[src/rtl/catch_control.sv]
// Catch detection, carry/delivery tracking and scoring for the collectible box.
// Feeds box_caught and a pseudo-random spawn amplitude to the box controller.
module catch_control #(
  parameter logic [9:0] DROP_X_MIN     = 10'd20,
  parameter logic [9:0] DROP_X_MAX     = 10'd80,
  parameter logic [7:0] DELIVER_CYCLES = 8'd30,
  parameter logic [9:0] LFSR_SEED      = 10'h1A5,
  parameter int         AMP_BITS       = 6
) (
  input  logic        clk,
  input  logic        rst,
  input  logic        game_en,
  input  logic [9:0]  player_x,
  input  logic [9:0]  player_y,
  input  logic [9:0]  player_w,
  input  logic [9:0]  player_h,
  input  logic [9:0]  box_x_pos,
  input  logic [9:0]  box_y_pos,
  input  logic [9:0]  box_width,
  input  logic [9:0]  box_height,
  input  logic        box_active,
  input  logic        drop_req,
  output logic        box_caught,
  output logic        player_is_holding_box,
  output logic [9:0]  y_amplitude_out,
  output logic        delivered,
  output logic [15:0] score
);

  typedef enum logic [1:0] {
    S_EMPTY,
    S_CAUGHT,
    S_HOLD,
    S_DELIVER
  } state_t;

  localparam logic [7:0] DWELL_MAX =
    (DELIVER_CYCLES == 8'd0) ? 8'd1 : DELIVER_CYCLES;

  state_t      state_q, state_d;
  logic        caught_q, caught_d;
  logic        hold_q, hold_d;
  logic        deliv_q, deliv_d;
  logic [15:0] score_q, score_d;
  logic [9:0]  amp_q, amp_d;
  logic [7:0]  dwell_q, dwell_d;
  logic [9:0]  lfsr_q, lfsr_d;

  logic [10:0] box_r, box_b, ply_r, ply_b;
  logic        overlap, in_zone;
  logic [9:0]  amp_new;

  // 11-bit edges so a box near the right border never wraps
  assign box_r = {1'b0, box_x_pos} + {1'b0, box_width};
  assign box_b = {1'b0, box_y_pos} + {1'b0, box_height};
  assign ply_r = {1'b0, player_x} + {1'b0, player_w};
  assign ply_b = {1'b0, player_y} + {1'b0, player_h};

  assign overlap = ({1'b0, player_x} < box_r) &&
                   ({1'b0, box_x_pos} < ply_r) &&
                   ({1'b0, player_y} < box_b) &&
                   ({1'b0, box_y_pos} < ply_b);

  assign in_zone = (player_x >= DROP_X_MIN) &&
                   (player_x <= DROP_X_MAX);

  assign lfsr_d  = {lfsr_q[8:0], lfsr_q[9] ^ lfsr_q[6]};
  assign amp_new = {{(10-AMP_BITS){1'b0}}, lfsr_q[AMP_BITS-1:0]};

  always_comb begin
    state_d  = state_q;
    caught_d = 1'b0;
    deliv_d  = 1'b0;
    hold_d   = hold_q;
    score_d  = score_q;
    amp_d    = amp_q;
    dwell_d  = dwell_q;
    unique case (state_q)
      S_EMPTY: begin
        if (box_active && overlap) begin
          state_d  = S_CAUGHT;
          caught_d = 1'b1;
          hold_d   = 1'b1;
          amp_d    = amp_new;
        end
      end
      S_CAUGHT: state_d = S_HOLD;
      S_HOLD: begin
        if (drop_req) begin
          state_d = S_EMPTY;
          hold_d  = 1'b0;
        end else if (in_zone) begin
          state_d = S_DELIVER;
          dwell_d = 8'd1;
        end
      end
      S_DELIVER: begin
        if (drop_req) begin
          state_d = S_EMPTY;
          hold_d  = 1'b0;
          dwell_d = 8'd0;
        end else if (!in_zone) begin
          state_d = S_HOLD;
          dwell_d = 8'd0;
        end else if (dwell_q == DWELL_MAX) begin
          state_d = S_EMPTY;
          deliv_d = 1'b1;
          hold_d  = 1'b0;
          dwell_d = 8'd0;
          if (score_q != 16'hFFFF)
            score_d = score_q + 16'd1;
        end else begin
          dwell_d = dwell_q + 8'd1;
        end
      end
      default: state_d = S_EMPTY;
    endcase
  end

  always_ff @(posedge clk) begin
    if (rst) begin
      state_q  <= S_EMPTY;
      caught_q <= 1'b0;
      hold_q   <= 1'b0;
      deliv_q  <= 1'b0;
      score_q  <= 16'd0;
      amp_q    <= 10'd0;
      dwell_q  <= 8'd0;
      lfsr_q   <= LFSR_SEED;
    end else if (game_en) begin
      state_q  <= state_d;
      caught_q <= caught_d;
      hold_q   <= hold_d;
      deliv_q  <= deliv_d;
      score_q  <= score_d;
      amp_q    <= amp_d;
      dwell_q  <= dwell_d;
      lfsr_q   <= lfsr_d;
    end
  end

  assign box_caught            = caught_q;
  assign player_is_holding_box = hold_q;
  assign y_amplitude_out       = amp_q;
  assign delivered             = deliv_q;
  assign score                 = score_q;

endmodule
[config.mk]
export PLATFORM = sky130hd
export DESIGN_NAME = catch_control
export DESIGN_NICKNAME = d
export VERILOG_FILES = /design/src/rtl/catch_control.sv
export SDC_FILE = /design/constraint.sdc
export NUM_CORES = 1
export LEC_CHECK = 0
export CAP_MARGIN = 30
export CORE_AREA = 2 2 93 95
export CTS_CLUSTER_SIZE = 16
export DETAILED_ROUTE_END_ITERATION = 6
export DIE_AREA = 0 0 95 97
export PLACE_DENSITY = 0.95
export REMOVE_ABC_BUFFERS = 1
export SLEW_MARGIN = 25
export SYNTH_ARGS = -nofsm -noshare
export SYNTH_HDL_FRONTEND = slang
export SYNTH_SLANG_ARGS = --single-unit
export TNS_END_PERCENT = 100
[constraint.sdc]
create_clock -name clk -period 10.3 [get_ports clk]
set_input_delay 2.06 -clock clk [delete_from_list [all_inputs] [get_ports clk]]
set_output_delay 2.06 -clock clk [all_outputs]
set_load 0.01 [all_outputs]
Word-level counts from Yosys, hierarchy flattened

Index checks and enable logic that the tools add are counted.

Bits in registers: 45
Latch bits: 0
RAM bits: 0
Bits in read-only memories: 0
Bits of input ports: 85
Output and inout port bits: 29
Word-level logic and storage cells: 73
Memories: 0

Add/sub/neg operators: 6
$mul: 0
Divide/modulo/power cells: 0
Order comparisons: 6
Eq/ne operators: 13
Shifts and indexed selects: 0
Multiplexer cells: 25
Bitwise logic cells: 2
Reductions and logical operators: 13

Operators with widths:

| operator                                                                              | number |
|---|---|
| 10-bit by 10-bit adder with 11-bit output                                             | 4 |
| 10-bit by 11-bit < comparator with 1-bit output                                       | 4 |
| 8-bit two-way mux                                                                     | 5 |
| 16-bit by 1-bit adder with 16-bit output (second input constant)                      | 1 |
| 16-bit inequality test (second input constant)                                        | 1 |
| 8-bit one-hot mux with 2 select lines                                                 | 1 |
| 2-bit two-way mux                                                                     | 6 |
| 6-bit AND reduction                                                                   | 2 |
| 1-bit two-way mux                                                                     | 11 |
| 10-bit by 5-bit greater-or-equal comparator with 1-bit output (second input constant) | 1 |
| 10-bit by 7-bit less-or-equal comparator with 1-bit output (second input constant)    | 1 |
| 3-bit inequality test (second input constant)                                         | 3 |
| 8-bit by 1-bit adder with 8-bit output (second input constant)                        | 1 |
| 8-bit by 5-bit equality test with 1-bit output (second input constant)                | 1 |
| 2-bit inequality test (second input constant)                                         | 4 |
| 2-bit one-hot mux with 4 select lines                                                 | 1 |
| 4-bit AND reduction                                                                   | 2 |
| 1-bit logical AND                                                                     | 5 |
| 2-bit equality test (second input constant)                                           | 2 |
| 4-bit inequality test (second input constant)                                         | 1 |
| 1-bit one-hot mux with 3 select lines                                                 | 1 |
| 3-bit AND reduction                                                                   | 1 |
| 3-bit nonzero test                                                                    | 1 |
| 2-bit by 1-bit equality test with 1-bit output (second input constant)                | 1 |
| 4 further kinds                                                                       | 4 |

Depth between registers and ports, before layout

Gate-level depths: netlist of run 1.

Word-level depth: 8
Depth in mapped cells: 17
Depth with buffers taken out: 17

Worst setup path after synthesis of run 1

OpenSTA, ideal clock, no wires.

Kind: input port to flip-flop
From: input box_x_pos[0]
To: register amp_q[0], in the netlist y_amplitude_out[0]
Arrival: 5.498 ns
Path slack: 4.729 ns
Cell stages on the path: 17
Path buffers: 0
Path through: ha_1 > fa_1 > a211oi_1 > nor2_1 > o21a_1 > o21ai_0 > nand2b_1 > a21oi_1 > xor2_1 > ha_1 > a21oi_1 > nor2b_1 > a2111oi_0 > o21a_1 > o22ai_1 > a311oi_2 > mux2i_1

Cells in the longest elaborated chain, start to end: 7

RTL lines:

| item                                            | line | text |
|---|---|---|
| start, declared                                 | 17   | `input logic [9:0] box_x_pos,` |
| 10-bit by 10-bit adder with 11-bit output       | 54   | `assign box_r = {1'b0, box_x_pos} + {1'b0, box_width};` |
| 10-bit by 11-bit < comparator with 1-bit output | 59   | `assign overlap = ({1'b0, player_x} < box_r) &&` |
| 1-bit logical AND (*)                           | 59   |  |
| 1-bit logical AND (*)                           | 60   | `({1'b0, box_x_pos} < ply_r) &&` |
| 1-bit logical AND (*)                           | 61   | `({1'b0, player_y} < box_b) &&` |
| 1-bit logical AND (*)                           | 80   | `if (box_active && overlap) begin` |
| 3-bit AND reduction (no line) (*)               | n/a  |  |
| end signal, assigned                            | 136  | `amp_q <= amp_d;` |
| end, declared                                   | 45   | `logic [9:0] amp_q, amp_d;` |

Mark *: on every way between the ends. The rest lies on a longest branch, timed or not.
A chain may end at the register's enable or synchronous reset.

Final worst setup path of run 1

From: input box_x_pos[1]
To: register amp_q[0], in the netlist y_amplitude_out[0]

The elaborated chain is that of the path after synthesis.

==> results of run 1 <==
stage by stage:
step	setup slack [ps]	instance area, µm²
2_1_floorplan	4730	4310
3_3_place_gp	4000	5540
3_5_place_dp	3710	5540
4_1_cts	4010	5660
5_1_grt	3660	5660
6_report	3960	5660
routing by layer:
metal	up-vias	track usage (%)	wire, µm
li1	2126	-	-
met1	2041	30.5	4910
met2	167	49.0	6180
met3	34	4.21	812
met4	0	8.70	317
met5	-	0	0
cell usage in the layout (no fill, tap or decap), types with 8 or more instances in the layout:
cell               n
a21o_1            13
a21oi_1           53
clkdlybuf4s50_1  109
dfxtp_1           45
ha_1              79
inv_1             20
mux2i_1           11
nand2_1           23
nand2b_1          18
nand3_1           20
nor2_1            48
o21ai_0           29
or3_1              8
xnor2_1           19
xor2_1            26
cell families (layout without fill, tap and decap cells):
logic type / count (synthesis) / count (layout) / share of synthesized area [%]
AND/OR/NAND/NOR: 158 / 158 / 18.1
other: 1 / 4 / 0.0860
adder cells (fa/ha/maj): 83 / 83 / 24.5
multiplexers: 11 / 11 / 2.52
XOR/XNOR: 45 / 45 / 9.03
buffers and inverters: 34 / 139 / 3.30
flip-flops: 45 / 45 / 20.6
AO/OA/AOI/OAI: 147 / 147 / 21.8
worst max-delay path: cells and delay by family:
family,cells,cell delay [ps]
AO/OA/AOI/OAI,9,2790
adder cells (fa/ha/maj),2,630
AND/OR/NAND/NOR,3,330
multiplexers,1,260
buffers and inverters,1,500
where the power goes:
| part | leakage [nW] | internal, W | switching [W] | total (W) |
|---|---|---|---|---|
| logic | 1.93 | 0.000123 | 0.000126 | 0.000248 |
| registers | 0.366 | 0.000182 | 0.00000606 | 0.000188 |
| clock network | 0.0585 | 0.0000791 | 0.0000598 | 0.000139 |
| total | 2.36 | 0.000383 | 0.000191 | 0.000575 |
worst paths after layout:
| check | to | slack (ps) | cells past startpoint |
|---|---|---|---|
| max reg2reg | score[12] | 7750 | 8 |
| max | y_amplitude_out[0] | 3960 | 16 |
| min | player_is_holding_box | 460 | 2 |
| min reg2reg | player_is_holding_box | 460 | 2 |
flip-flops by register name, indices dropped and copies added (netlist names):
register,cells
box_caught,1
delivered,1
dwell_q,8
lfsr_q,10
player_is_holding_box,1
score,16
state_q,2
y_amplitude_out,6
cell type report:
cell class | instances | area share [%]
clock buffer | 7 | 1.53
inverter | 20 | 1.33
multi-input combinational | 448 | 58.8
sequential | 45 | 15.9
timing repair buffer | 111 | 19.5
clock inverter | 1 | 0.531
tap | 105 | 2.32
==> qor.txt, run 1 <==
power after layout: 0.000575 W
FFs w/ async S/R, synth: 0%
top-area cell type share of the netlist area: 22.7%
# port buffers: 109
dpl cells: 729
register area share after synthesis: 20.6%
post-CTS sizing: 0
Worst Tran Pin Value: 742 ps
clock buffer count from CTS: 5
top cells by area, synth: ha_1 (23%), dfxtp_1 (21%), a21oi_1 (6.1%), xor2_1 (5.2%), nor2_1 (4.1%)
CTS tree: built
clock sinks: 45
HP Start: player_is_holding_box
Pwr Density: 102 mW/mm²
gpl congestion: 0.930
slew margin rel.: 50.5%
Max Freq: 158 MHz
final wirelength: 12.2 mm
Critical Path Start Type: primary input
HPWL Detailed: 9.86 mm
register area: 901 µm²
Site Rows: 33
final core utilization: 69.6%
count leader, synth: ha_1
Hold Crit Class: reg2reg
DR vias: 4,368
Slowest-stage cell, CP: a311oi_2
Initial DRC Count: 151
maximum vdd drop: 0.103 mV
Die H: 97 µm
Worst EP arrival: 6560 ps
syn avg cell area: 8.33 µm²
core area: 0.00813 mm²
Non-Filler Instances: 737
largest net degree at the start of global routing: 45
antenna violations before repair: 0
first-pass GRT wire length: 20.1 mm
DRT Pass-1 Iters: 4
CP Capture Type: flop
Fillers: 617
Clock transition at path regs: 80 ps
Starting Density: 53.6%
area occupied by multi-input gates: 0.00333 mm²
Cells after Synth: 524
Total Die Area: 0.00922 mm²
crit path time final: 6340 ps
yosys warns: 0
hold buffers post-CTS: 0
DIE WIDTH: 95 µm
critical-path maximum fanout: 6
Clock Path Buffers: 2
grt ovf: 0
status: completed
Crit path required time: 10,530 ps
H-Tree Depth: 2
RSZ-0062 raised after global routing: no
reg-to-reg startpoint: dwell_q[0]
Top FF cell, synth: dfxtp_1
hold slack final: 465 ps
setup bufs post-CTS: 0
vias in the first global route: 4,517
Routed Antenna Nets: 0
Syn-to-layout area delta: 29.7%
Post-synth EDFFs: 0
synthesized area: 0.00436 mm²
Vias per Instance: 5.93
Worst path max stage delay: 680 ps
layout cell share with drive strength beyond 1: 2.53%
Worst setup startpoint: box_x_pos[1]
number of diodes: 0
DRC errors left: 0
cell taking the most area after synthesis: ha_1
setup TNS: 0 ps
Top Ports: 114
worst skew pair latency: 300 ps
Yosys cell types: 51
crit share post-route: 61.5%
Synth Register Bits: 45
Final Hold Viols: 0
P_leak: 2.36 nW
drt wl/cell: 16.6 µm
CTS Root Cell: clkbuf_8
Final setup viols: 0
Post-synth top cells: ha_1 (79), a21oi_1 (53), nor2_1 (48)
nets: 799
gr usage total: 26.6%
clock skew: 5.00 ps
critical path class: in2reg
CP Cell Sequence: clkdlybuf4s50_1, ha_1, a21o_1, a21oi_1, nor2b_1, o21a_1, o41ai_1, nor2_1, a311oi_1, ha_1, nor2b_1, a2111oi_0, o21a_1, o22ai_1, a311oi_2, mux2i_1
final max-slew violation count: 0
max cap viols: 0
Note: power is estimated with default switching activity, not from simulation.
==> inputs of run 2 (changes only) <==
--- a/config.mk
+++ b/config.mk
@@ -6,11 +6,11 @@
 export NUM_CORES = 1
 export LEC_CHECK = 0
 export CAP_MARGIN = 30
-export CORE_AREA = 2 2 93 95
+export CORE_AREA = 2 2 102 104
 export CTS_CLUSTER_SIZE = 16
 export DETAILED_ROUTE_END_ITERATION = 6
-export DIE_AREA = 0 0 95 97
-export PLACE_DENSITY = 0.95
+export DIE_AREA = 0 0 104 106
+export PLACE_DENSITY = 0.86
 export REMOVE_ABC_BUFFERS = 1
 export SLEW_MARGIN = 25
 export SYNTH_ARGS = -nofsm -noshare
==> constraint.sdc (replaced) <==
create_clock -name clk -period 5.65 [get_ports clk]
set_input_delay 1.13 -clock clk [delete_from_list [all_inputs] [get_ports clk]]
set_output_delay 1.13 -clock clk [all_outputs]
set_load 0.01 [all_outputs]
==> run 2 against run 1 <==
Die area rose by 20%. First-iteration DRC count rose by 13%. Core utilization fell by 12 points. Worst hold slack improved by 6.1 ps. Total power rose by 85%. Final cell count rose by 4.3%. Routed wire length fell by 10%. Sequential power rose by 82%. Combinational power rose by 77%. Clock-buffer cell count fell by 2. Register-to-register slack got worse by 4600 ps. Non-clock buffer count rose by 1.
==> qor.txt, run 2 (same netlist as run 1, synthesis figures left out) <==
status: completed
Total Die Area: 0.0110 mm²
nets: 800
CTS tree: built
Hold Crit Class: reg2reg
clock buffer count from CTS: 5
P_leak: 2.37 nW
Clock transition at path regs: 90 ps
Final Hold Viols: 0
DRT Pass-1 Iters: 4
Vias per Instance: 5.51
Sw Share: 31.5%
Site Rows: 37
layout cell share with drive strength beyond 1: 2.84%
Die H: 106 µm
worst skew pair latency: 300 ps
largest net degree at the start of global routing: 45
RSZ-0062 raised after global routing: no
post-CTS sizing: 0
final wirelength: 11.0 mm
DR vias: 4,234
sequential fraction of design power: 32.1%
setup TNS: 0 ps
Initial DRC Count: 170
grt ovf: 0
slew margin rel.: 54.5%
Syn-to-layout area delta: 31.2%
drt wl/cell: 14.3 µm
Final setup viols: 0
CP Capture Type: flop
Critical Path Start Type: primary input
gpl congestion: 0.870
HPWL Detailed: 9.09 mm
Comb power frac: 41.2%
# port buffers: 109
setup bufs post-CTS: 0
Worst Tran Pin Value: 665 ps
critical path class: in2reg
H-Tree Depth: 2
critical-path maximum fanout: 6
final core utilization: 57.2%
first-pass GRT wire length: 18.9 mm
Clock Power Share: 26.7%
Non-Filler Instances: 769
core area: 0.0100 mm²
DRC errors left: 0
leading cell type in the layout, fill and taps excluded: clkdlybuf4s50_1
gr usage total: 20.3%
Clock Path Buffers: 2
max reg flops: 16
final max-slew violation count: 0
max cap viols: 0
Slowest-stage cell, CP: o41ai_1
clock sinks: 45
CP bufs+invs: 2
Pwr Density: 186 mW/mm²
Routed Antenna Nets: 0
commonest non-fill, non-tap cells in the layout: clkdlybuf4s50_1 (109), ha_1 (79), a21oi_1 (53)
P_sw: 0.000336 W
vias in the first global route: 4,244
CP Cell Sequence: clkdlybuf4s50_1, ha_1, a21o_1, a21oi_1, nor2b_1, o21a_1, o41ai_1, nor2_1, a311oi_1, ha_1, nor2b_1, a2111oi_0, o21a_1, o22ai_1, a311oi_2, buf_4, mux2i_1
Worst path max stage delay: 570 ps
Starting Density: 43.6%
DIE WIDTH: 104 µm
antenna violations before repair: 0
internal power: 0.000730 W
number of diodes: 0
Max Freq: 197 MHz
Top Ports: 114
crit path time final: 5090 ps
Crit path required time: 5880 ps
crit share post-route: 90.0%
dpl cells: 761
Worst EP arrival: 5310 ps
cell family with most CP delay: compound AO/OA/AOI/OAI gates
maximum vdd drop: 0.178 mV
hold buffers post-CTS: 0
clock skew: 8.04 ps
CTS Root Cell: clkbuf_8
-- run 2: cell types whose count changed in the layout (fill, tap and decap cells not counted), sizes merged --
| cell | previous run | this run |
|---|---|---|
| buf | 2 | 3 |
| bufinv | 1 | 2 |
| clkbuf | 7 | 5 |
| clkinv | 0 | 1 |
-- run 2: power groups by stage --
| stage | sequential (W) | clock [W] | combinational, W |
|---|---|---|---|
| floorplan | 0.000349 | 0 | 0.000277 |
| global placement | 0.000348 | 0 | 0.000417 |
| detailed placement | 0.000349 | 0 | 0.000437 |
| CTS | 0.000342 | 0.000291 | 0.000439 |
| global route | 0.000344 | 0.000304 | 0.000494 |
| finish | 0.000342 | 0.000285 | 0.000439 |
-- run 2: final cells by class --
cell class,instances,area (µm²)
Clock buffer,5,68.8
Clock inverter,3,65.1
Fill cell,890,4280
Inverter,20,75.1
Multi-Input combinational cell,448,3330
Sequential cell,45,901
Tap cell,136,170
Timing Repair Buffer,112,1110
-- run 2: worst paths after layout --
path,cells after the start,slack [ps],endpoint,startpoint
hold reg to reg,2,470,player_is_holding_box,player_is_holding_box
setup reg to reg,9,3160,score[11],dwell_q[0]
hold / removal,2,470,player_is_holding_box,player_is_holding_box
setup / recovery,17,560,y_amplitude_out[1],box_x_pos[1]
-- run 2: worst min-delay path, delay by kind of cell, from the launching register on --
kind	cells	cell delay, ps
flops	1	330
compound gates	1	50
buf+inv	1	50
-- run 2: metrics by stage --
stage	power, W	worst slack, ps	hold WS, ps	cell area [µm²]
3_3_place_gp	0.000765	505	448	5590
6_report	0.00107	564	471	5720
3_5_place_dp	0.000786	293	454	5590
2_1_floorplan	0.000626	1010	441	4310
4_1_cts	0.00107	588	471	5720
5_1_grt	0.00114	249	513	5720
-- run 2: routing by layer --
metal | up-vias | global-route usage, % | routed length [µm]
met5 | - | 0 | 0
met4 | 0 | 4.73 | 114
met3 | 12 | 4.60 | 623
met2 | 119 | 37.7 | 5400
met1 | 1977 | 23.7 | 4820
li1 | 2126 | - | -
==> RTL edit: new RTL, flow settings as in run 1 <==
Reset style: asynchronous (`rst`), changed in one clocked block.
--- a/src/rtl/catch_control.sv
+++ b/src/rtl/catch_control.sv
@@ -117,7 +117,7 @@
     endcase
   end
 
-  always_ff @(posedge clk) begin
+  always_ff @(posedge clk or posedge rst) begin
     if (rst) begin
       state_q  <= S_EMPTY;
       caught_q <= 1'b0;
Check against the original RTL: differs if rst is asserted again (counterexample within 4 cycles, from zero or initial values and one cycle with rst high); with rst held inactive, the same outputs for 4 cycles.
==> RTL edit against run 1 <==
  * Critical path depth shrank 2
  * Synthesized area grew 1.7%
  * Highest routed layer unchanged
  * Non-clock buffer count shrank 1
  * Worst setup slack gained 0.60 ns
  * Design area grew 1.3%
  * Sequential cell count is the same
  * Power grew 21%
  * Clock skew grew 0.0049 ns
  * Clock power shrank 17%
  * Core utilization grew 0.89 points
  * Routed wire length shrank 8.7%
==> RTL edit: results (changes against run 1) <==
metric	value	unit	change
p_comb	0.321	mW	was 0.248 mW
grt_max_degree	46		was 45
p_seq_share	37.4	%	was 32.7%
first_pass_iters	5		was 4
cp.arrival	5.93	ns	was 6.56 ns
synth_common_cells	ha_1, dfrtp_1, a21oi_1		was ha_1, a21oi_1, nor2_1
relSlewSlack	53.7	%	was 50.5%
seq_area_frac_synth	25.5	%	was 20.6%
grt.met1_usage	31.1	%	was 30.5%
synthAdderAreaFrac	24.1	%	was 24.5%
worstHoldEndpoint	score[7]$_DFFE_PP0P_		was player_is_holding_box$_SDFFE_PP0P_
grt_pass1_wl	18900	µm	was 20100 µm
reg2reg_to	score[11]$_DFFE_PP0P_		was score[12]$_SDFFE_PP0P_
vias_per_cell	5.85		was 5.93
place_ws	4.28	ns	was 3.71 ns
endpoint	y_amplitude_out[3]$_DFFE_PP0P_		was y_amplitude_out[0]$_SDFFE_PP0P_
final_nets	754		was 799
synthArstFlopShare	100	%	was 0%
post_synth_num_cell_types	60		was 51
period_minus_slack	5.74	ns	was 6.34 ns
hold_depth	1		was 2
critPathMaxFanout	9		was 6
met2_usage	44.5	%	was 49.0%
syn-mean-instance-area	9.40	µm²	was 8.33 µm²
drive_gt1_share	7.67	%	was 2.53%
drt_iter0_markers	150		was 151
rr_startpoint	dwell_q[0]$_DFFE_PP0P_		was dwell_q[0]$_SDFFE_PP0P_
switching_power	0.245	mW	was 0.191 mW
ys.flop_type	dfrtp_1		was dfxtp_1
hold_ws	0.502	ns	was 0.465 ns
status	complete, no violations		unchanged
synth_xor_area_share	9.68	%	was 9.03%
[RTL edit: cell count changes after synthesis, sizes merged, moves of 5 or more]
cell / change
nand2b: -13
nand4: +6
mux2i: -10
dfrtp: +40
a21oi: -13
dfstp: +5
a211o: -7
clkbuf: -8
dfxtp: -45
mux2: +16
nor2: -16
[RTL edit: critical path, stage by stage]
cell	delay (ns)
clkdlybuf4s50_1	0.42
ha_1	0.24
fa_1	0.41
a21o_1	0.20
nand3_1	0.08
a21boi_0	0.12
o41ai_1	0.55
xor2_1	0.17
ha_1	0.33
a2111oi_0	0.35
a31oi_1	0.13
o211ai_1	0.17
nand4_2	0.32
mux2_2	0.37
[RTL edit: cell type report]
type	instances	area [µm²]
fillers	574	2400
clock inverters	1	7.51
well taps	105	131
flip-flops and latches	45	1130
inverters	21	78.8
clock buffers	7	86.3
multi-input cells	403	3200
repair buffers	110	1100
